**src/rtl/pc_seq_pkg.sv**
```systemverilog
// Shared types and constants for the fetch-stage PC sequencer.
package pc_seq_pkg;

    // Sequencer FSM encoding.
    typedef enum logic [1:0] {
        BOOT = 2'd0,
        RUN  = 2'd1,
        WAIT = 2'd2
    } state_t;

    // Which event (if any) is redirecting the fetch stream this cycle.
    typedef enum logic [2:0] {
        NONE = 3'd0,
        EXC  = 3'd1,
        ERET = 3'd2,
        BR   = 3'd3,
        JMP  = 3'd4
    } redir_src_t;

    localparam logic [31:0] DEFAULT_RESET_VECTOR = 32'h0000_3000;
    localparam logic [31:0] DEFAULT_EXC_VECTOR   = 32'h0000_4180;

    // Instruction addresses are always word aligned.
    function automatic logic [31:0] word_align(input logic [31:0] addr);
        return {addr[31:2], 2'b00};
    endfunction

endpackage

```
**src/rtl/pc_sequencer_next_pc_sel.sv**
```systemverilog
// Combinational redirect priority encoder: exc > eret > branch > jump > sequential.
module next_pc_sel
    import pc_seq_pkg::*;
#(
    parameter logic [31:0] EXC_VECTOR = DEFAULT_EXC_VECTOR
) (
    input  logic        exc_req,
    input  logic        eret,
    input  logic        br_taken,
    input  logic [31:0] br_target,
    input  logic        jump_valid,
    input  logic [31:0] jump_target,
    input  logic [31:0] epc,
    input  logic [31:0] pc_cur,
    output logic [31:0] target,
    output redir_src_t  src,
    output logic        if_flush,
    output logic        id_flush
);

    // Pick the highest-priority redirect; fall through to pc + 4.
    always_comb begin
        // NOTE: every output gets a default before the priority chain so no path leaves one unassigned (which would infer a latch).
        target   = pc_cur + 32'd4;
        src      = NONE;
        if_flush = 1'b0;
        id_flush = 1'b0;
        if (exc_req) begin
            target   = EXC_VECTOR;
            src      = EXC;
            if_flush = 1'b1;
            id_flush = 1'b1;
        end else if (eret) begin
            target   = epc;
            src      = ERET;
            if_flush = 1'b1;
            id_flush = 1'b1;
        end else if (br_taken) begin
            target   = br_target;
            src      = BR;
            if_flush = 1'b1;
            id_flush = 1'b1;
        end else if (jump_valid) begin
            // A jump resolves in ID, so only the instruction behind it in IF is wrong.
            target   = jump_target;
            src      = JMP;
            if_flush = 1'b1;
        end
    end

endmodule

```
**src/rtl/pc_sequencer.sv**
```systemverilog
// Fetch-stage PC sequencer: next-PC selection, PC write enable, flushes,
// pending redirect across instruction-memory wait states, and the EPC register.
module pc_sequencer
    import pc_seq_pkg::*;
#(
    parameter logic [31:0] RESET_VECTOR = DEFAULT_RESET_VECTOR,
    parameter logic [31:0] EXC_VECTOR   = DEFAULT_EXC_VECTOR
) (
    input  logic        clk,
    input  logic        rst,
    input  logic [31:0] pc_cur,
    input  logic        imem_ready,
    input  logic        stall,
    input  logic        jump_valid,
    input  logic [31:0] jump_target,
    input  logic        br_taken,
    input  logic [31:0] br_target,
    input  logic        exc_req,
    input  logic [31:0] exc_pc,
    input  logic        eret,
    output logic [31:0] new_PC,
    output logic        PC_IFWrite,
    output logic        if_flush,
    output logic        id_flush,
    output logic        imem_req,
    output logic        fetch_valid,
    output logic [31:0] epc
);

    state_t      state, state_next;
    logic        pend_valid, pend_valid_next;
    logic [31:0] pend_target, pend_target_next;
    logic [31:0] epc_next;
    logic [31:0] new_pc_raw;

    logic [31:0] sel_target;
    redir_src_t  sel_src;
    logic        sel_if_flush;
    logic        sel_id_flush;
    logic        redirect;
    logic        wait_replace;

    next_pc_sel #(
        .EXC_VECTOR (EXC_VECTOR)
    ) u_sel (
        .exc_req     (exc_req),
        .eret        (eret),
        .br_taken    (br_taken),
        .br_target   (br_target),
        .jump_valid  (jump_valid),
        .jump_target (jump_target),
        .epc         (epc),
        .pc_cur      (pc_cur),
        .target      (sel_target),
        .src         (sel_src),
        .if_flush    (sel_if_flush),
        .id_flush    (sel_id_flush)
    );

    assign redirect     = (sel_src != NONE);
    // While waiting, ID holds a bubble, so only MEM/EX events may replace the pending target.
    assign wait_replace = (sel_src == EXC) || (sel_src == ERET) || (sel_src == BR);
    assign new_PC       = word_align(new_pc_raw);

    // Next-state and output decode for the BOOT/RUN/WAIT sequencer.
    always_comb begin
        state_next       = state;
        pend_valid_next  = pend_valid;
        pend_target_next = pend_target;
        epc_next         = epc;
        new_pc_raw       = RESET_VECTOR;
        PC_IFWrite       = 1'b0;
        if_flush         = 1'b0;
        id_flush         = 1'b0;
        imem_req         = 1'b0;
        fetch_valid      = 1'b0;

        case (state)
            BOOT: begin
                new_pc_raw = RESET_VECTOR;
                PC_IFWrite = 1'b1;
                if_flush   = 1'b1;
                state_next = RUN;
            end

            RUN: begin
                imem_req   = 1'b1;
                new_pc_raw = sel_target;
                if_flush   = sel_if_flush;
                id_flush   = sel_id_flush;
                if (sel_src == EXC) begin
                    epc_next = exc_pc;
                end
                if (imem_ready) begin
                    // A redirect outranks the hazard stall and always writes the PC.
                    PC_IFWrite  = redirect || !stall;
                    fetch_valid = !redirect && !stall;
                end else if (redirect) begin
                    pend_valid_next  = 1'b1;
                    pend_target_next = word_align(sel_target);
                    state_next       = WAIT;
                end
            end

            WAIT: begin
                imem_req   = 1'b1;
                if_flush   = 1'b1;
                PC_IFWrite = imem_ready;
                new_pc_raw = pend_target;
                if (wait_replace) begin
                    new_pc_raw = sel_target;
                    id_flush   = 1'b1;
                    if (sel_src == EXC) begin
                        epc_next = exc_pc;
                    end
                end
                if (imem_ready) begin
                    pend_valid_next = 1'b0;
                    state_next      = RUN;
                end else begin
                    pend_target_next = word_align(new_pc_raw);
                end
            end

            default: begin
                new_pc_raw = RESET_VECTOR;
                PC_IFWrite = 1'b1;
                if_flush   = 1'b1;
                state_next = BOOT;
            end
        endcase
    end

    // State, pending redirect and EPC registers; reset drops any pending redirect.
    always_ff @(posedge clk or posedge rst) begin
        if (rst) begin
            state       <= BOOT;
            pend_valid  <= 1'b0;
            pend_target <= '0;
            epc         <= '0;
        end else begin
            // NOTE: non-blocking assignments so every register samples the pre-edge values together.
            state       <= state_next;
            pend_valid  <= pend_valid_next;
            pend_target <= pend_target_next;
            epc         <= epc_next;
        end
    end

endmodule

```
**config.mk**
```make
export PLATFORM = sky130hd
export DESIGN_NAME = pc_sequencer
export DESIGN_NICKNAME = d
export VERILOG_FILES = /design/src/rtl/pc_seq_pkg.sv /design/src/rtl/pc_sequencer_next_pc_sel.sv /design/src/rtl/pc_sequencer.sv
export SDC_FILE = /design/constraint.sdc
export NUM_CORES = 1
export LEC_CHECK = 0
export BUFFER_PORTS_ARGS = -buffer_cell sky130_fd_sc_hd__clkbuf_2
export CAP_MARGIN = 15
export CORE_MARGIN = 5
export CORE_UTILIZATION = 30
export DETAILED_ROUTE_END_ITERATION = 8
export MAX_ROUTING_LAYER = met4
export PLACE_DENSITY = 0.66
export SYNTH_ARGS = -nofsm -noshare
export SYNTH_HDL_FRONTEND = slang
export SYNTH_SLANG_ARGS = --single-unit
export TNS_END_PERCENT = 5
```
**constraint.sdc**
```tcl
create_clock -name clk -period 2.4 [get_ports clk]
set_clock_uncertainty 0.1 [all_clocks]
set_input_delay 0.36 -clock clk [delete_from_list [all_inputs] [get_ports clk]]
set_output_delay 0.36 -clock clk [all_outputs]
set_load 0.05 [all_outputs]
```
# Word level (Yosys, flattened, before mapping)
# Index checks and enable logic that the tools add are counted.
[word_totals] wordCells=63 ff_bits=66 out_inout_bits=69 in_bits=136
[classes] reduce_logical=13 n_mux=36 eq_ne=10 n_addsub=1
[ops] cell="32-bit two-way mux" n=10
[ops] cell="32-bit case mux with 2 select lines" n=3
[ops] cell="32-bit by 3-bit adder with 32-bit output (second input constant)" n=1
[ops] cell="1-bit two-way mux" n=13
[ops] cell="3-bit two-way mux" n=4
[ops] cell="2-bit inequality test (second input constant)" n=5
[ops] cell="3-bit by 2-bit equality test with 1-bit output (second input constant)" n=2
[ops] cell="2-bit two-way mux" n=3
[ops] cell="2-bit case mux with 3 select lines" n=1
[ops] cell="1-bit case mux with 2 select lines" n=2
[ops] cell="4-bit AND reduction" n=1
[ops] cell="3-bit by 1-bit equality test with 1-bit output (second input constant)" n=1
[ops] cell="1-bit logical OR" n=3
[ops] cell="3-bit AND reduction" n=1
[ops] cell="3-bit nonzero test" n=1
[ops] cell="2-bit by 1-bit equality test with 1-bit output (second input constant)" n=1
[ops] cell="2-bit equality test (second input constant)" n=1
[ops] cell="1-bit logical NOT" n=2
[ops] cell="2-bit logical NOT" n=1
[ops] cell="2-bit AND reduction" n=1
[ops] cell="2-bit nonzero test" n=1
[ops] cell="2-bit OR reduction" n=1
[ops] cell="1-bit logical AND" n=1

# Longest topological paths before layout
# Gate-level depths: netlist of run 1.
[depth] ltp_word=10 ltp_mapped=10 depth_no_buf=8

# Modules after synthesis
# From an unflattened synthesis of run 1, not the netlist that was laid out.
[unflattened] cells_unflattened=471 hier_area_um2=4709.5
[by_module_without_submodules] module="pc_sequencer" cells_each=213 instances=1 area_per_inst_um2=3121.7 seq_area_each_um2=1601.5
[by_module_without_submodules] module="next_pc_sel" cells_each=258 instances=1 area_per_inst_um2=1587.8 seq_area_each_um2=0.0

# Worst setup path before layout of run 1
# No wires, ideal clock.
[synth_path] kind="reg-to-output" from="register state[0]" to="output port new_PC[15]" n_path_buf=2 t_required_ns=1.940 stages_incl_launch_ff=8 path_slack_ns=-1.452 t_arrival_ns=3.392 path_cell_list="dfrtp_1 inv_1 ha_1 clkbuf_1 and2_1 clkbuf_1 a21oi_1 o41ai_1"
[synth_via] elab_chain_cells=2 elab_cells_between_ends=3 classes_between="2 x eq/ne; 1 x mux"
[synth_rtl] element="start, declared" line_no="pc_sequencer.sv:30" rtl="state_t state, state_next;"
[synth_rtl] element="start signal, assigned" line_no="pc_sequencer.sv:143" rtl="state <= state_next;"
[synth_rtl] element="2-bit equality test or 2-bit by 1-bit equality test with 1-bit output (tied branches)" line_no="pc_sequencer.sv:78" rtl="case (state)"
[synth_rtl] element="32-bit case mux with 2 select lines (*)" line_no="pc_sequencer.sv:78"
[synth_rtl] element="end, declared" line_no="pc_sequencer.sv:21" rtl="output logic [31:0] new_PC,"
# Every way passes the cells marked *; elsewhere a longest branch is shown, timed or not.

# Final worst setup path of run 1
[layout_path] from="input port pc_cur[10]" to="output port new_PC[22]"
[layout_via] elab_chain_cells=7
[layout_rtl] element="start, declared" line_no="pc_sequencer.sv:11" rtl="input logic [31:0] pc_cur,"
[layout_rtl] element="32-bit by 3-bit adder with 32-bit output (*)" line_no="pc_sequencer_next_pc_sel.sv:24" rtl="target = pc_cur + 32'd4;"
[layout_rtl] element="32-bit two-way mux (*)" line_no="pc_sequencer_next_pc_sel.sv:43" rtl="end else if (jump_valid) begin"
[layout_rtl] element="32-bit two-way mux (*)" line_no="pc_sequencer_next_pc_sel.sv:38" rtl="end else if (br_taken) begin"
[layout_rtl] element="32-bit two-way mux (*)" line_no="pc_sequencer_next_pc_sel.sv:33" rtl="end else if (eret) begin"
[layout_rtl] element="32-bit two-way mux (*)" line_no="pc_sequencer_next_pc_sel.sv:28" rtl="if (exc_req) begin"
[layout_rtl] element="32-bit two-way mux" line_no="pc_sequencer.sv:110" rtl="if (wait_replace) begin"
[layout_rtl] element="32-bit case mux with 2 select lines (*)" line_no="pc_sequencer.sv:78"
# Marks and branches as above.

==> metrics.yaml, run 1 <==
logic_synthesis:
  ys_seq_area_share_pct: 33.4
  synth.ff_latch_count: 64
  synth-edff-count: 0
  synth_cells: 604
  postSynth.asyncResetShare_pct: 100
  syn_area_mm2: 0.00480
  synthTopCellsByArea: "sky130_fd_sc_hd__dfrtp_1, sky130_fd_sc_hd__mux2_2, sky130_fd_sc_hd__nand2_1"
  dominantRegCellSynth: "sky130_fd_sc_hd__dfrtp_1"
  synth_warnings: 0
  yosys.cell_count.top_type: "sky130_fd_sc_hd__nand2_1"
  syn-mean-instance-area_um2: 7.94
  synth.top_cells.by_count: "sky130_fd_sc_hd__nand2_1, sky130_fd_sc_hd__dfrtp_1, sky130_fd_sc_hd__o21ai_0, sky130_fd_sc_hd__a21oi_1, sky130_fd_sc_hd__nor2_1"
  library_cell_occupying_the_most_area_in_the_post_synthesis_netlist: "sky130_fd_sc_hd__dfrtp_1"
  ys_types: 64
  synthDominantCellAreaShare_pct: 33.4
timing:
  least_setup_slack_across_all_paths_after_layout_ps: -415
  timing.final.hold_violations: 0
  hold-worst-slack_ps: 151
  period_needed_ps: 2820
  worst_slew_margin_rel_pct: 65.4
  worstMarginPinSlew_ps: 518
  final_min_period_over_clock_period_pct: 117
  final_slew_viol_count: 0
  setup_repair_after_global_routing_missed_its_margin: "yes"
  setup_viol_count_final: 27
  achievable-frequency_mhz: 355
outcome:
  violations: "setup timing"
  run_status: "finished with violations"
clocking:
  cts.root.buffer_cell: "sky130_fd_sc_hd__clkbuf_16"
  clk_latency_ps: 340
  ctsLongestPathBuffers: 2
  path_clk_slew_ps: 60
  total_clock_buffers_created_by_cts: 9
  htree_num_levels: 3
  cts_tree: "yes"
  number_of_sinks_handled_by_clock_tree_synthesis: 64
grt:
  grt_first_pass_wirelength_mm: 32.0
  via_count_of_the_first_global_routing_pass: 5846
  grt_remaining_overflow: 0
  track_usage_pct: 23.1
  pin_count_of_the_biggest_net_entering_global_routing: 45
  grt_antenna_before_repair: 0
hold_path:
  min_to: "epc[26]"
  worst_hold_path.num_cells: 2
  min_from: "exc_pc[26]"
  min-delay-path-class: "input pin to flip-flop"
critical_path:
  timing.critical_path.from_type: "input pin"
  r2r-start: "state[0]"
  setup.worst_path.class: "input pin to primary output"
  cp_data_arrival_time_ps: 2360
  crit_path_end_kind: "primary output"
  reg2regPathDepth: 9
  worst_r2r_endpoint: "pend_target[8]"
  worst-path-max-fanout: 5
  r2r_slack_ps: 100
  worst-endpoint-required_ps: 1940
floorplan:
  floorplan.initialDensity_pct: 30.4
  dieArea_mm2: 0.0186
  coreArea_mm2: 0.0158
  fp.dieW_um: 136
  floorplan.io_pins: 205
  dieHeight_um: 136
  num_rows: 46
job:
  max_cap_violations: 0
routing:
  post_drt_wl_per_cell_um: 19.3
  wl_mm: 21.4
  drt-vias-per-instance: 5.31
  route.vias.total: 5881
  drt_drc_violations_left: 0
  drt_iter0_drc: 453
  firstDrtPassIters: 6
  postRouteAntennaNets: 0
layout:
  num_antenna_cells: 0
  area_overhead_of_the_layout_relative_to_synthesis_pct: 70.7
  drive_above_1_share_pct: 50.7
  finish.instance_area_mm2: 0.00819
  finalNetCount: 1027
  utilization_after_layout_pct: 52.0
placed_design:
  hpwlAfterDp_mm: 16.5
  gp_congestion: 0.940
  post_placement_cell_area_mm2: 0.00729
  io_buffers: 196
power_and_ir_drop:
  power_per_cell_area_mw_per_mm2: 1160
  peakVddDrop_uv: 653
  leakage_power_summed_over_all_cells_nw: 3.64
kinds of logic after synthesis:
family | count (synthesis) | share of synthesized area (%)
compound gates | 204 | 26.6
xor+xnor | 15 | 2.74
fa+ha+maj | 5 | 1.30
buf+inv | 63 | 5.27
flops | 64 | 33.4
mux | 42 | 9.67
other cells | 1 | 0.0782
simple gates | 210 | 20.9
cell type report:
| cell class | instances | area (µm²) |
|---|---|---|
| clock buffers | 14 | 274 |
| clock inverters | 2 | 60.1 |
| fillers | 1481 | 7580 |
| inverters | 22 | 82.6 |
| multi-input cells | 480 | 3540 |
| flip-flops and latches | 64 | 1600 |
| well taps | 216 | 270 |
| repair buffers | 309 | 2360 |
routing by layer:
metal / up-vias / part of all wire [%] / global-route usage (%)
li1: 2775 / - / -
met1: 2772 / 39 / 28.8
met2: 295 / 49 / 38.2
met3: 39 / 9.1 / 5.00
met4: 0 / 2.4 / 5.77
met5: - / 0 / -
power by group:
part | switching, mW | internal [mW] | total [mW]
registers | 0.385 | 1.59 | 1.97
logic | 3.75 | 2.26 | 6.01
clock network | 0.504 | 0.996 | 1.50
total | 4.64 | 4.84 | 9.48
flip-flops by register name, indices dropped and copies added, names as in the netlist:
register / cells
epc: 32
pend_target: 30
state: 2
layout by cell type (no fill, tap or decap), types with 17 or more instances in the layout:
master	n
sky130_fd_sc_hd__clkbuf_2	157
sky130_fd_sc_hd__buf_4	102
sky130_fd_sc_hd__nand2_1	87
sky130_fd_sc_hd__dfrtp_1	64
sky130_fd_sc_hd__o21ai_0	47
sky130_fd_sc_hd__nor2_1	41
sky130_fd_sc_hd__a21oi_1	37
sky130_fd_sc_hd__mux2_2	35
sky130_fd_sc_hd__buf_12	25
sky130_fd_sc_hd__inv_1	17
worst max-delay path: stages:
cell                      delay [ps]
sky130_fd_sc_hd__buf_6            70
sky130_fd_sc_hd__nand4_1         160
sky130_fd_sc_hd__buf_4           190
sky130_fd_sc_hd__or4_4           580
sky130_fd_sc_hd__o31a_4          300
sky130_fd_sc_hd__o21ai_2         160
sky130_fd_sc_hd__a31oi_2         110
sky130_fd_sc_hd__a22o_1          250
sky130_fd_sc_hd__buf_12          170
through the flow:
stage          power [mW]  setup WS (ps)  TNS [ps]  cells
5_1_grt              9.94           -463     -8330   1107
2_1_floorplan        5.53           -333     -6160    605
3_3_place_gp         7.58           -515     -8800   1083
6_report             9.48           -415     -6240   1107
3_5_place_dp         7.64           -536     -9140   1083
4_1_cts              9.40           -439     -6380   1106
how the worst max path moves through the flow:
stage / depth (start not counted) / startpoint / slack (ps) / end
3_3_place_gp: 9 / pc_cur[7] / -510 / new_PC[26]
2_1_floorplan: 7 / pc_cur[7] / -330 / new_PC[26]
6_report: 9 / pc_cur[10] / -420 / new_PC[22]
3_5_place_dp: 9 / pc_cur[7] / -540 / new_PC[21]
4_1_cts: 10 / pc_cur[2] / -440 / new_PC[22]
5_1_grt: 9 / pc_cur[10] / -460 / new_PC[26]
what timing repair did:
item,CTS,global route
endpoints found under the setup margin,31,38
endpoints found under the hold margin,20,0
hold buffers,1,0
pin swaps,37,15
resized for setup,88,40
setup buffers,4,1
cloned,2,0
No activity file was read; power rests on OpenSTA's default activity.
==> run 2: changes to the inputs <==
==> constraint.sdc (replaced) <==
create_clock -name clk -period 2.4 [get_ports clk]
set_clock_uncertainty 0.1 [all_clocks]
set_input_delay 0.48 -clock clk [delete_from_list [all_inputs] [get_ports clk]]
set_output_delay 0.48 -clock clk [all_outputs]
set_load 0.05 [all_outputs]
==> run 2 against run 1 <==
  * Critical path depth grew 1
  * Fmax shrank 10%
  * Sequential share of layout area shrank 0.23 points
  * Highest routed layer unchanged
  * The flow still finishes with violations (setup timing)
  * Final area grew 1.2%
==> metrics.yaml, run 2 (synthesized netlist as in run 1, its figures left out) <==
placed_design:
  gp_congestion: 0.953
  hpwlAfterDp_mm: 17.0
  io_buffers: 196
  numPlacedInstances: 1113
timing:
  hold-worst-slack_ps: 89.1
  period_needed_ps: 3140
  setup_repair_after_global_routing_missed_its_margin: "yes"
  setup_viol_count_final: 32
  timing.final.hold_violations: 0
  least_setup_slack_across_all_paths_after_layout_ps: -735
  achievable-frequency_mhz: 319
  final_slew_viol_count: 0
  final_min_period_over_clock_period_pct: 131
job:
  max_cap_violations: 0
clocking:
  ctsLongestPathBuffers: 2
  htree_num_levels: 3
  path_clk_slew_ps: 50
  clk_latency_ps: 340
  number_of_sinks_handled_by_clock_tree_synthesis: 64
  cts_tree: "yes"
  cts.root.buffer_cell: "sky130_fd_sc_hd__clkbuf_16"
  cts-hold-fix-buffers: 0
  total_clock_buffers_created_by_cts: 9
layout:
  largest_registers: "epc x32, pend_target x30, state x2"
  largest_register_ff_count: 32
  finish.cell_count_without_fillers: 1143
  utilization_after_layout_pct: 52.6
  finalNetCount: 1060
  layout_common_cells: "sky130_fd_sc_hd__clkbuf_2, sky130_fd_sc_hd__buf_4, sky130_fd_sc_hd__nand2_1, sky130_fd_sc_hd__dfrtp_1, sky130_fd_sc_hd__o21ai_0"
  drive_above_1_share_pct: 51.0
  final_common_cell: "sky130_fd_sc_hd__clkbuf_2"
  area_overhead_of_the_layout_relative_to_synthesis_pct: 72.8
  reg_with_most_ffs: "epc"
floorplan:
  dieHeight_um: 136
  coreArea_mm2: 0.0158
  dieArea_mm2: 0.0186
  num_rows: 46
  fp.dieW_um: 136
  floorplan.io_pins: 205
  floorplan.initialDensity_pct: 30.4
grt:
  pin_count_of_the_biggest_net_entering_global_routing: 65
  track_usage_pct: 24.2
  grt_remaining_overflow: 0
  grt_antenna_before_repair: 3
  grt_first_pass_wirelength_mm: 33.4
  via_count_of_the_first_global_routing_pass: 6197
routing:
  firstDrtPassIters: 5
  drt_drc_violations_left: 0
  drt_iter0_drc: 400
  wl_mm: 22.1
  route.vias.total: 6082
  post_drt_wl_per_cell_um: 19.3
  drt-vias-per-instance: 5.32
  postRouteAntennaNets: 0
power_and_ir_drop:
  leakage_power_summed_over_all_cells_nw: 3.73
  peakVddDrop_uv: 744
  power_per_cell_area_mw_per_mm2: 1140
hold_path:
  min-delay-path-class: "input pin to async pin"
critical_path:
  setup.worst_path.class: "input pin to primary output"
  r2r-start: "state[1]"
  worst-path-max-fanout: 5
  timing.critical_path.from_type: "input pin"
  critical_path.startpoint: "pc_cur[11]"
  cp_data_arrival_time_ps: 2560
  crit_path_end_kind: "primary output"
  r2r_slack_ps: 190
  worst-endpoint-required_ps: 1820
outcome:
  violations: "setup timing"
  run_status: "finished with violations"
## run 2: cell type report
| class | count | area [µm²] |
|---|---|---|
| antenna | 4 | 10.0 |
| sequential | 64 | 1600 |
| tap | 216 | 270 |
| timing repair buffer | 343 | 2640 |
| multi-input combinational | 479 | 3400 |
| clock buffer | 13 | 280 |
| fill | 1490 | 7480 |
| inverter | 22 | 82.6 |
| clock inverter | 2 | 12.5 |
## run 2: report_power, final
part	internal [mW]	total (mW)	switching, mW
clock network	0.805	1.33	0.526
logic	2.41	6.18	3.78
registers	1.59	1.97	0.380
## run 2: critical path, stage by stage
cell,delay [ps]
sky130_fd_sc_hd__clkbuf_2,90
sky130_fd_sc_hd__nand4_1,160
sky130_fd_sc_hd__buf_4,190
sky130_fd_sc_hd__or4_4,470
sky130_fd_sc_hd__buf_4,180
sky130_fd_sc_hd__nor4_4,260
sky130_fd_sc_hd__xnor2_1,170
sky130_fd_sc_hd__o32a_1,260
sky130_fd_sc_hd__o32ai_4,130
sky130_fd_sc_hd__buf_12,170
## run 2: per-stage QoR
stage / setup TNS, ps / total power, mW / worst slack, ps / cell area [µm²]
after floorplan: -14320 / 5.50 / -573 / 5020
after global placement: -16390 / 7.75 / -788 / 7560
after detailed placement: -16930 / 7.83 / -779 / 7560
after CTS: -15010 / 9.45 / -684 / 8230
after global routing: -18120 / 9.94 / -803 / 8290
final: -15130 / 9.48 / -735 / 8290
## run 2: timing repair
action | CTS | global route
gates cloned | 1 | 0
pin swaps | 22 | 8
endpoints found under the setup margin | 32 | 34
resized for setup | 75 | 15
buffers inserted | 9 | 1
## run 2: final timing paths
path / cells past startpoint / endpoint
worst max-delay path: 10 / new_PC[31]
worst min-delay path: 3 / epc[1]
worst max register to register: 8 / pend_target[6]
worst min register to register: 2 / pend_target[28]
max in group asynchronous: 3 / epc[2]
min in group clk: 2 / epc[21]
## run 2: metal layers
metal / up-vias / track usage (%) / share of wire [%]
li1: 2826 / - / -
met1: 2912 / 27.4 / 38
met2: 288 / 40.4 / 50
met3: 56 / 6.74 / 8.8
met4: 0 / 9.80 / 3.9
met5: - / - / 0
